<file path="config.mk">
export PLATFORM = sky130hd
export DESIGN_NAME = fp_issue_wb_flat
export DESIGN_NICKNAME = d
export VERILOG_FILES = /design/src/rtl/fp_issue_wb_if.sv /design/src/rtl/fp_issue_wb.sv /design/src/flat_wrapper.sv
export SDC_FILE = /design/constraint.sdc
export NUM_CORES = 1
export LEC_CHECK = 0
export CAP_MARGIN = 10
export CORE_MARGIN = 2
export CORE_UTILIZATION = 35
export DETAILED_ROUTE_END_ITERATION = 6
export HOLD_SLACK_MARGIN = 0.08
export SYNTH_ARGS = -nofsm -noshare
export SYNTH_HDL_FRONTEND = slang
export SYNTH_SLANG_ARGS = --single-unit
</file>
<file path="constraint.sdc">
create_clock -name clk -period 2.4 [get_ports clk]
set_input_delay 0.72 -clock clk [delete_from_list [all_inputs] [get_ports clk]]
set_output_delay 0.72 -clock clk [all_outputs]
set_load 0.05 [all_outputs]
</file>
<file path="src/rtl/fp_issue_wb_if.sv">
// Bundle between the FP register-read stage, the fp_add_sub / fp_mul units and the
// FP register-file write port. The sequencer is the slave side; its environment is the master.
interface fp_issue_wb_if #(
  parameter int RV  = 64,
  parameter int TAG = 6
);
  logic           in_valid;
  logic           in_ready;
  logic [1:0]     in_op;
  logic           in_sz;
  logic [2:0]     in_rnd;
  logic [2:0]     frm;
  logic [RV-1:0]  in_a;
  logic [RV-1:0]  in_b;
  logic [TAG-1:0] in_tag;

  logic           add_sub;
  logic           add_sz;
  logic [2:0]     add_rnd;
  logic [RV-1:0]  add_in_1;
  logic [RV-1:0]  add_in_2;
  logic           mul_sz;
  logic [2:0]     mul_rnd;
  logic [RV-1:0]  mul_in_1;
  logic [RV-1:0]  mul_in_2;

  logic [RV-1:0]  add_res;
  logic           add_exception;
  logic [RV-1:0]  mul_res;
  logic           mul_exception;

  logic           wb_valid;
  logic           wb_ready;
  logic [TAG-1:0] wb_tag;
  logic [RV-1:0]  wb_res;
  logic           wb_exc;

  // Both handshakes: a transfer happens on a clock edge where valid and ready are
  // both 1; ready never looks at valid, and valid is held by the sender until it transfers.
  modport slave (
    input  in_valid, in_op, in_sz, in_rnd, frm, in_a, in_b, in_tag,
    input  add_res, add_exception, mul_res, mul_exception, wb_ready,
    output in_ready, add_sub, add_sz, add_rnd, add_in_1, add_in_2,
    output mul_sz, mul_rnd, mul_in_1, mul_in_2,
    output wb_valid, wb_tag, wb_res, wb_exc
  );

  modport master (
    output in_valid, in_op, in_sz, in_rnd, frm, in_a, in_b, in_tag,
    output add_res, add_exception, mul_res, mul_exception, wb_ready,
    input  in_ready, add_sub, add_sz, add_rnd, add_in_1, add_in_2,
    input  mul_sz, mul_rnd, mul_in_1, mul_in_2,
    input  wb_valid, wb_tag, wb_res, wb_exc
  );
endinterface

</file>
<file path="src/rtl/fp_issue_wb.sv">
// FP add/sub/mul issue and write-back sequencer: NaN-boxing, rounding resolution,
// launch registers for the two units, tag tracking and a credit-protected result FIFO.
module fp_issue_wb #(
  parameter int RV    = 64,
  parameter int TAG   = 6,
  parameter int DEPTH = 4
) (
  input logic           clk,
  input logic           reset,
  fp_issue_wb_if.slave  bus
);
  localparam int          CW      = $clog2(DEPTH);
  localparam logic [31:0] DEPTH_U = DEPTH;

  function automatic logic [RV-1:0] nan_box(input logic [RV-1:0] v, input logic sz);
    if (sz || (&v[RV-1:32])) return v;
    return {{(RV-32){1'b1}}, 32'h7fc0_0000};
  endfunction

  logic           run_q, mul_last_q;
  logic           a_v_q, a_ill_q, m1_v_q, m2_v_q;
  logic [TAG-1:0] a_tag_q, m1_tag_q, m2_tag_q;
  logic           add_sub_q, add_sz_q, mul_sz_q;
  logic [2:0]     add_rnd_q, mul_rnd_q;
  logic [RV-1:0]  add_in_1_q, add_in_2_q, mul_in_1_q, mul_in_2_q;
  logic [TAG-1:0] tag_mem_q [DEPTH];
  logic [RV-1:0]  res_mem_q [DEPTH];
  logic           exc_mem_q [DEPTH];
  logic [CW-1:0]  wptr_q, rptr_q;
  logic [CW:0]    count_q;

  logic [2:0]     eff_rm;
  logic           illegal, to_mul, accept, ready, pop;
  logic [31:0]    used;
  logic           push_d, push_exc_d;
  logic [TAG-1:0] push_tag_d;
  logic [RV-1:0]  push_res_d;

  always_comb begin
    eff_rm  = (bus.in_rnd == 3'b111) ? bus.frm : bus.in_rnd;
    illegal = (bus.in_op == 2'b11) || (eff_rm inside {3'b101, 3'b110, 3'b111});
    to_mul  = (bus.in_op == 2'b10) && !illegal;
    used    = 32'(count_q) + 32'(a_v_q) + 32'(m1_v_q) + 32'(m2_v_q);
    // An illegal mul completes on the add path, so it is held off after a mul as well.
    ready   = run_q && (used < DEPTH_U) && !(mul_last_q && !to_mul);
    accept  = bus.in_valid && ready;
    pop     = (count_q != '0) && bus.wb_ready;
  end

  always_comb begin
    push_d     = a_v_q || m2_v_q;
    push_tag_d = a_tag_q;
    push_res_d = bus.add_res;
    push_exc_d = bus.add_exception;
    if (m2_v_q) begin
      push_tag_d = m2_tag_q;
      push_res_d = bus.mul_res;
      push_exc_d = bus.mul_exception;
    end else if (a_ill_q) begin
      push_res_d = '0;
      push_exc_d = 1'b1;
    end
  end

  always_ff @(posedge clk or negedge reset) begin
    if (!reset) begin
      run_q      <= 1'b0;
      mul_last_q <= 1'b0;
      a_v_q      <= 1'b0;
      a_ill_q    <= 1'b0;
      a_tag_q    <= '0;
      m1_v_q     <= 1'b0;
      m1_tag_q   <= '0;
      m2_v_q     <= 1'b0;
      m2_tag_q   <= '0;
      add_sub_q  <= 1'b0;
      add_sz_q   <= 1'b0;
      add_rnd_q  <= '0;
      add_in_1_q <= '0;
      add_in_2_q <= '0;
      mul_sz_q   <= 1'b0;
      mul_rnd_q  <= '0;
      mul_in_1_q <= '0;
      mul_in_2_q <= '0;
      wptr_q     <= '0;
      rptr_q     <= '0;
      count_q    <= '0;
      for (int i = 0; i < DEPTH; i++) begin
        tag_mem_q[i] <= '0;
        res_mem_q[i] <= '0;
        exc_mem_q[i] <= 1'b0;
      end
    end else begin
      // Keeps in_ready low for the first cycle after reset release.
      run_q      <= 1'b1;
      mul_last_q <= accept && to_mul;
      a_v_q      <= accept && !to_mul;
      a_ill_q    <= illegal;
      a_tag_q    <= bus.in_tag;
      m1_v_q     <= accept && to_mul;
      m1_tag_q   <= bus.in_tag;
      m2_v_q     <= m1_v_q;
      m2_tag_q   <= m1_tag_q;
      if (accept && !to_mul && !illegal) begin
        add_sub_q  <= (bus.in_op == 2'b01);
        add_sz_q   <= bus.in_sz;
        add_rnd_q  <= eff_rm;
        add_in_1_q <= nan_box(bus.in_a, bus.in_sz);
        add_in_2_q <= nan_box(bus.in_b, bus.in_sz);
      end
      if (accept && to_mul) begin
        mul_sz_q   <= bus.in_sz;
        mul_rnd_q  <= eff_rm;
        mul_in_1_q <= nan_box(bus.in_a, bus.in_sz);
        mul_in_2_q <= nan_box(bus.in_b, bus.in_sz);
      end
      if (push_d) begin
        tag_mem_q[wptr_q] <= push_tag_d;
        res_mem_q[wptr_q] <= push_res_d;
        exc_mem_q[wptr_q] <= push_exc_d;
        wptr_q            <= wptr_q + 1'b1;
      end
      if (pop) rptr_q <= rptr_q + 1'b1;
      if (push_d && !pop)      count_q <= count_q + 1'b1;
      else if (!push_d && pop) count_q <= count_q - 1'b1;
    end
  end

  assign bus.in_ready = ready;
  assign bus.add_sub  = add_sub_q;
  assign bus.add_sz   = add_sz_q;
  assign bus.add_rnd  = add_rnd_q;
  assign bus.add_in_1 = add_in_1_q;
  assign bus.add_in_2 = add_in_2_q;
  assign bus.mul_sz   = mul_sz_q;
  assign bus.mul_rnd  = mul_rnd_q;
  assign bus.mul_in_1 = mul_in_1_q;
  assign bus.mul_in_2 = mul_in_2_q;
  assign bus.wb_valid = (count_q != '0);
  assign bus.wb_tag   = tag_mem_q[rptr_q];
  assign bus.wb_res   = res_mem_q[rptr_q];
  assign bus.wb_exc   = exc_mem_q[rptr_q];
endmodule
</file>
<file path="src/flat_wrapper.sv">
// flat-port wrapper written by rule: the top's interface ports become plain ports
module fp_issue_wb_flat 
#(
  parameter int RV    = 64,
  parameter int TAG   = 6,
  parameter int DEPTH = 4
)
  (clk, reset, bus_in_valid, bus_in_op, bus_in_sz, bus_in_rnd, bus_frm, bus_in_a, bus_in_b, bus_in_tag, bus_add_res, bus_add_exception, bus_mul_res, bus_mul_exception, bus_wb_ready, bus_in_ready, bus_add_sub, bus_add_sz, bus_add_rnd, bus_add_in_1, bus_add_in_2, bus_mul_sz, bus_mul_rnd, bus_mul_in_1, bus_mul_in_2, bus_wb_valid, bus_wb_tag, bus_wb_res, bus_wb_exc);
  fp_issue_wb_if #(.RV(RV), .TAG(TAG)) bus_i ();
  input logic clk;
  input logic reset;
  input wire logic [$bits(bus_i.in_valid)-1:0] bus_in_valid;
  input wire logic [$bits(bus_i.in_op)-1:0] bus_in_op;
  input wire logic [$bits(bus_i.in_sz)-1:0] bus_in_sz;
  input wire logic [$bits(bus_i.in_rnd)-1:0] bus_in_rnd;
  input wire logic [$bits(bus_i.frm)-1:0] bus_frm;
  input wire logic [$bits(bus_i.in_a)-1:0] bus_in_a;
  input wire logic [$bits(bus_i.in_b)-1:0] bus_in_b;
  input wire logic [$bits(bus_i.in_tag)-1:0] bus_in_tag;
  input wire logic [$bits(bus_i.add_res)-1:0] bus_add_res;
  input wire logic [$bits(bus_i.add_exception)-1:0] bus_add_exception;
  input wire logic [$bits(bus_i.mul_res)-1:0] bus_mul_res;
  input wire logic [$bits(bus_i.mul_exception)-1:0] bus_mul_exception;
  input wire logic [$bits(bus_i.wb_ready)-1:0] bus_wb_ready;
  output wire logic [$bits(bus_i.in_ready)-1:0] bus_in_ready;
  output wire logic [$bits(bus_i.add_sub)-1:0] bus_add_sub;
  output wire logic [$bits(bus_i.add_sz)-1:0] bus_add_sz;
  output wire logic [$bits(bus_i.add_rnd)-1:0] bus_add_rnd;
  output wire logic [$bits(bus_i.add_in_1)-1:0] bus_add_in_1;
  output wire logic [$bits(bus_i.add_in_2)-1:0] bus_add_in_2;
  output wire logic [$bits(bus_i.mul_sz)-1:0] bus_mul_sz;
  output wire logic [$bits(bus_i.mul_rnd)-1:0] bus_mul_rnd;
  output wire logic [$bits(bus_i.mul_in_1)-1:0] bus_mul_in_1;
  output wire logic [$bits(bus_i.mul_in_2)-1:0] bus_mul_in_2;
  output wire logic [$bits(bus_i.wb_valid)-1:0] bus_wb_valid;
  output wire logic [$bits(bus_i.wb_tag)-1:0] bus_wb_tag;
  output wire logic [$bits(bus_i.wb_res)-1:0] bus_wb_res;
  output wire logic [$bits(bus_i.wb_exc)-1:0] bus_wb_exc;
  assign bus_i.in_valid = bus_in_valid;
  assign bus_i.in_op = bus_in_op;
  assign bus_i.in_sz = bus_in_sz;
  assign bus_i.in_rnd = bus_in_rnd;
  assign bus_i.frm = bus_frm;
  assign bus_i.in_a = bus_in_a;
  assign bus_i.in_b = bus_in_b;
  assign bus_i.in_tag = bus_in_tag;
  assign bus_i.add_res = bus_add_res;
  assign bus_i.add_exception = bus_add_exception;
  assign bus_i.mul_res = bus_mul_res;
  assign bus_i.mul_exception = bus_mul_exception;
  assign bus_i.wb_ready = bus_wb_ready;
  assign bus_in_ready = bus_i.in_ready;
  assign bus_add_sub = bus_i.add_sub;
  assign bus_add_sz = bus_i.add_sz;
  assign bus_add_rnd = bus_i.add_rnd;
  assign bus_add_in_1 = bus_i.add_in_1;
  assign bus_add_in_2 = bus_i.add_in_2;
  assign bus_mul_sz = bus_i.mul_sz;
  assign bus_mul_rnd = bus_i.mul_rnd;
  assign bus_mul_in_1 = bus_i.mul_in_1;
  assign bus_mul_in_2 = bus_i.mul_in_2;
  assign bus_wb_valid = bus_i.wb_valid;
  assign bus_wb_tag = bus_i.wb_tag;
  assign bus_wb_res = bus_i.wb_res;
  assign bus_wb_exc = bus_i.wb_exc;
  fp_issue_wb #(.RV(RV), .TAG(TAG), .DEPTH(DEPTH)) u_core (.clk(clk), .reset(reset), .bus(bus_i));
endmodule
</file>
==> out/metrics.yaml <==
route.met2.wl_um: 40300
rows: 95
place_ws_ns: -0.605
multiInputGateArea_um2: 8570
synth_top_family_by_area: "compound AO/OA/AOI/OAI gates"
drt-initial-drc-count: 1278
ys.warnings.count: 0
wl_met3_um: 6460
drc: 0
clock_latency_ns: 0.60
synth_area_um2: 23600
violations: "setup timing"
dr.pass1.iters: 6
antenna_found_initial: 7
area_growth_pct: 49.4
die_y_um: 264
synth_cells: 2200
seq_area_um2: 14300
cts.clk_slew.worst_paths_ns: 0.06
setup_viol: 195
drv_cap: 0
slew_viol_final: 0
yosysSeqAreaShare_pct: 60.7
powerDensity_nw_per_um2: 1600
critPathMaxFanout: 8
crit_type: "register to output port"
synth_area_leaders: "dfrtp_1 (61%), o21ai_0 (7.1%), mux4_2 (6.8%)"
start_util_pct: 35.2
place_congestion: 0.924
synth_top_cell_by_area: "dfrtp_1"
ys_types: 43
syn_area_per_cell_um2: 10.7
vias_per_cell: 5.16
synth-compound-area-share_pct: 15.0
grt_max_degree: 92
ant_nets: 0
layout_commonest_cell: "dfrtp_1"
grt_usage_pct: 22.2
clockRootBuffer: "clkbuf_16"
cts_buffer_depth: 3
synth_simple_gate_area_share_pct: 9.98
finClkSkew_ns: 0.0182
power_mw: 56.6
rsz0062_at_grt: "true"
worstPathRequired_ns: 1.68
tightest_slew_ns: 0.615
ys_ff_latch: 573
fin_ws_ns: -0.518
drt-met1-wl_um: 32200
slew-limit-headroom_pct: 59.0
ir_drop_mv: 0.901
drive_above_1_share_pct: 18.9
boundaryPins: 615
routed-via-count: 19800
routed.top_layer: "met5"
place.detailed.hpwl_um: 56100
cts_num_sinks: 573
core_um2: 67000
layout_common_cells: "dfrtp_1 (570), nand2_1 (389), o21ai_0 (337)"
synth.top_cell.area_share_pct: 60.7
synthAdderAreaFrac_pct: 0.508
p_leak_nw: 16.0
die_w_um: 264
synth-xor-area-share_pct: 0.222
hold_violations: 0
grt_pass1_vias: 20300
numCtsBuffers: 66
fin_crit_sh_pct: 122
hold_class: "register to register"
endpoint_kind: "output port"
synth_fp_nets: 2486
status: "finished with violations"
port_buffers: 614
finalCriticalPeriod_ns: 2.92
h-tree-depth: 3
routedWlPerCell_um: 21.4
startpoint_type: "register"
fp.dieArea_um2: 69600
grt_pass1_wl_um: 120000
finalWirelength_um: 82200
fill_cells: 5831
synthMuxAreaShare_pct: 9.34
gr-total-overflow: 0
cp.arrival_ns: 2.20
fmax_mhz: 343
nNetsFinal: 3200
cts_tree: "done"
logic make-up (layout without fill, tap and decap cells):
kind of cell | Yosys count | count (layout)
compound gates | 655 | 655
simple gates | 600 | 602
flops | 573 | 573
buf+inv | 225 | 986
mux | 131 | 131
fa+ha+maj | 9 | 9
xor+xnor | 6 | 6
other cells | 1 | 3
worst paths after layout:
path	cells after the start	slack [ns]	start	to
max in group asynchronous	3	1.00	reset	u_core.bus.add_in_1[41]$_DFFE_PN0P_
max reg2reg	13	-0.14	u_core.count_q[0]$_DFFE_PN0P_	u_core.bus.add_in_1[33]$_DFFE_PN0P_
min	0	0.38	u_core.a_tag_q[4]$_DFF_PN0_	u_core.m2_tag_q[4]$_DFF_PN0_
max	4	-0.52	u_core.rptr_q[0]$_DFFE_PN0P_	bus_wb_res[57]
min in group asynchronous	2	0.56	reset	u_core.res_mem_q[210]$_DFFE_PN0P_
min reg2reg	0	0.38	u_core.a_tag_q[4]$_DFF_PN0_	u_core.m2_tag_q[4]$_DFF_PN0_
what timing repair did:
item                                    CTS  global route
hold buffers                              1             0
pin swaps                                 5             4
cloned                                    5            31
setup buffers                             7            14
endpoints found under the setup margin  276           232
hold endpoints to repair                 15             0
gates resized for setup                 277            77
critical path, stage by stage, from the launching register on:
cell     delay [ns]
dfrtp_4        0.47
buf_12         0.21
buf_16         0.15
mux4_2         0.57
buf_6          0.19
stage by stage:
step	cell area (um2)	TNS (ns)	instances	hold slack, ns	util (%)
after floorplan	23600	0	2200	0.353	-
after global placement	31900	-97.26	3667	0.361	47.6
after detailed placement	31900	-100.10	3667	0.368	47.6
after CTS	34200	-33.09	3796	0.381	51.1
after global routing	35300	-56.18	3836	0.397	52.6
final	35300	-40.11	3838	0.376	52.6
Yosys cell counts (all sizes together):
cell,number
or3,1
mux2i,55
or2,2
nor4,4
a21oi,166
a22o,1
a21o,3
and4b,1
nor2b,2
inv,54
xor2,2
dfrtp,573
a22oi,63
mux4,71
ha,8
conb,1
nor2,169
mux2,5
fa,1
nand2,395
and3,1
nor3b,1
nor3,1
xnor2,4
a31oi,82
buf,89
nand4,17
and2,1
nand2b,2
nand3,2
clkbuf,82
and3b,1
o21ai,340
routing by layer:
layer	global-route usage [%]	vias to the layer above
met2	36.7	757
li1	-	9080
met4	9.37	12
met3	6.39	153
met5	0	-
met1	27.1	9799
sequential cells by signal, indices dropped and copies added, names as in the netlist, 2 cells and up:
name	flops
u_core.bus.mul_in_1	64
u_core.res_mem_q	256
u_core.bus.mul_rnd	3
u_core.bus.add_in_2	64
u_core.rptr_q	2
u_core.wptr_q	2
u_core.bus.add_in_1	64
u_core.m2_tag_q	6
u_core.count_q	3
u_core.a_tag_q	6
u_core.exc_mem_q	4
u_core.bus.add_rnd	3
u_core.bus.mul_in_2	64
u_core.tag_mem_q	24
report_power, final:
part / internal [mW] / leakage (nW) / total (mW) / switching [mW]
sequential: 14.1 / 6.85 / 16.7 / 2.60
clock: 5.82 / 1.03 / 9.85 / 4.03
combinational: 10.5 / 8.15 / 30.0 / 19.5
cell type report:
class / count / share of cell area (%)
Clock buffer: 99 / 5.37
Timing Repair Buffer: 813 / 25.2
Clock inverter: 18 / 0.631
Timing Repair inverter: 2 / 0.0567
Sequential cell: 573 / 40.7
Inverter: 54 / 0.649
Tap cell: 873 / 3.09
Antenna cell: 2 / 0.0142
Multi-Input combinational cell: 1404 / 24.3
Power figures use the tool's default switching activity.
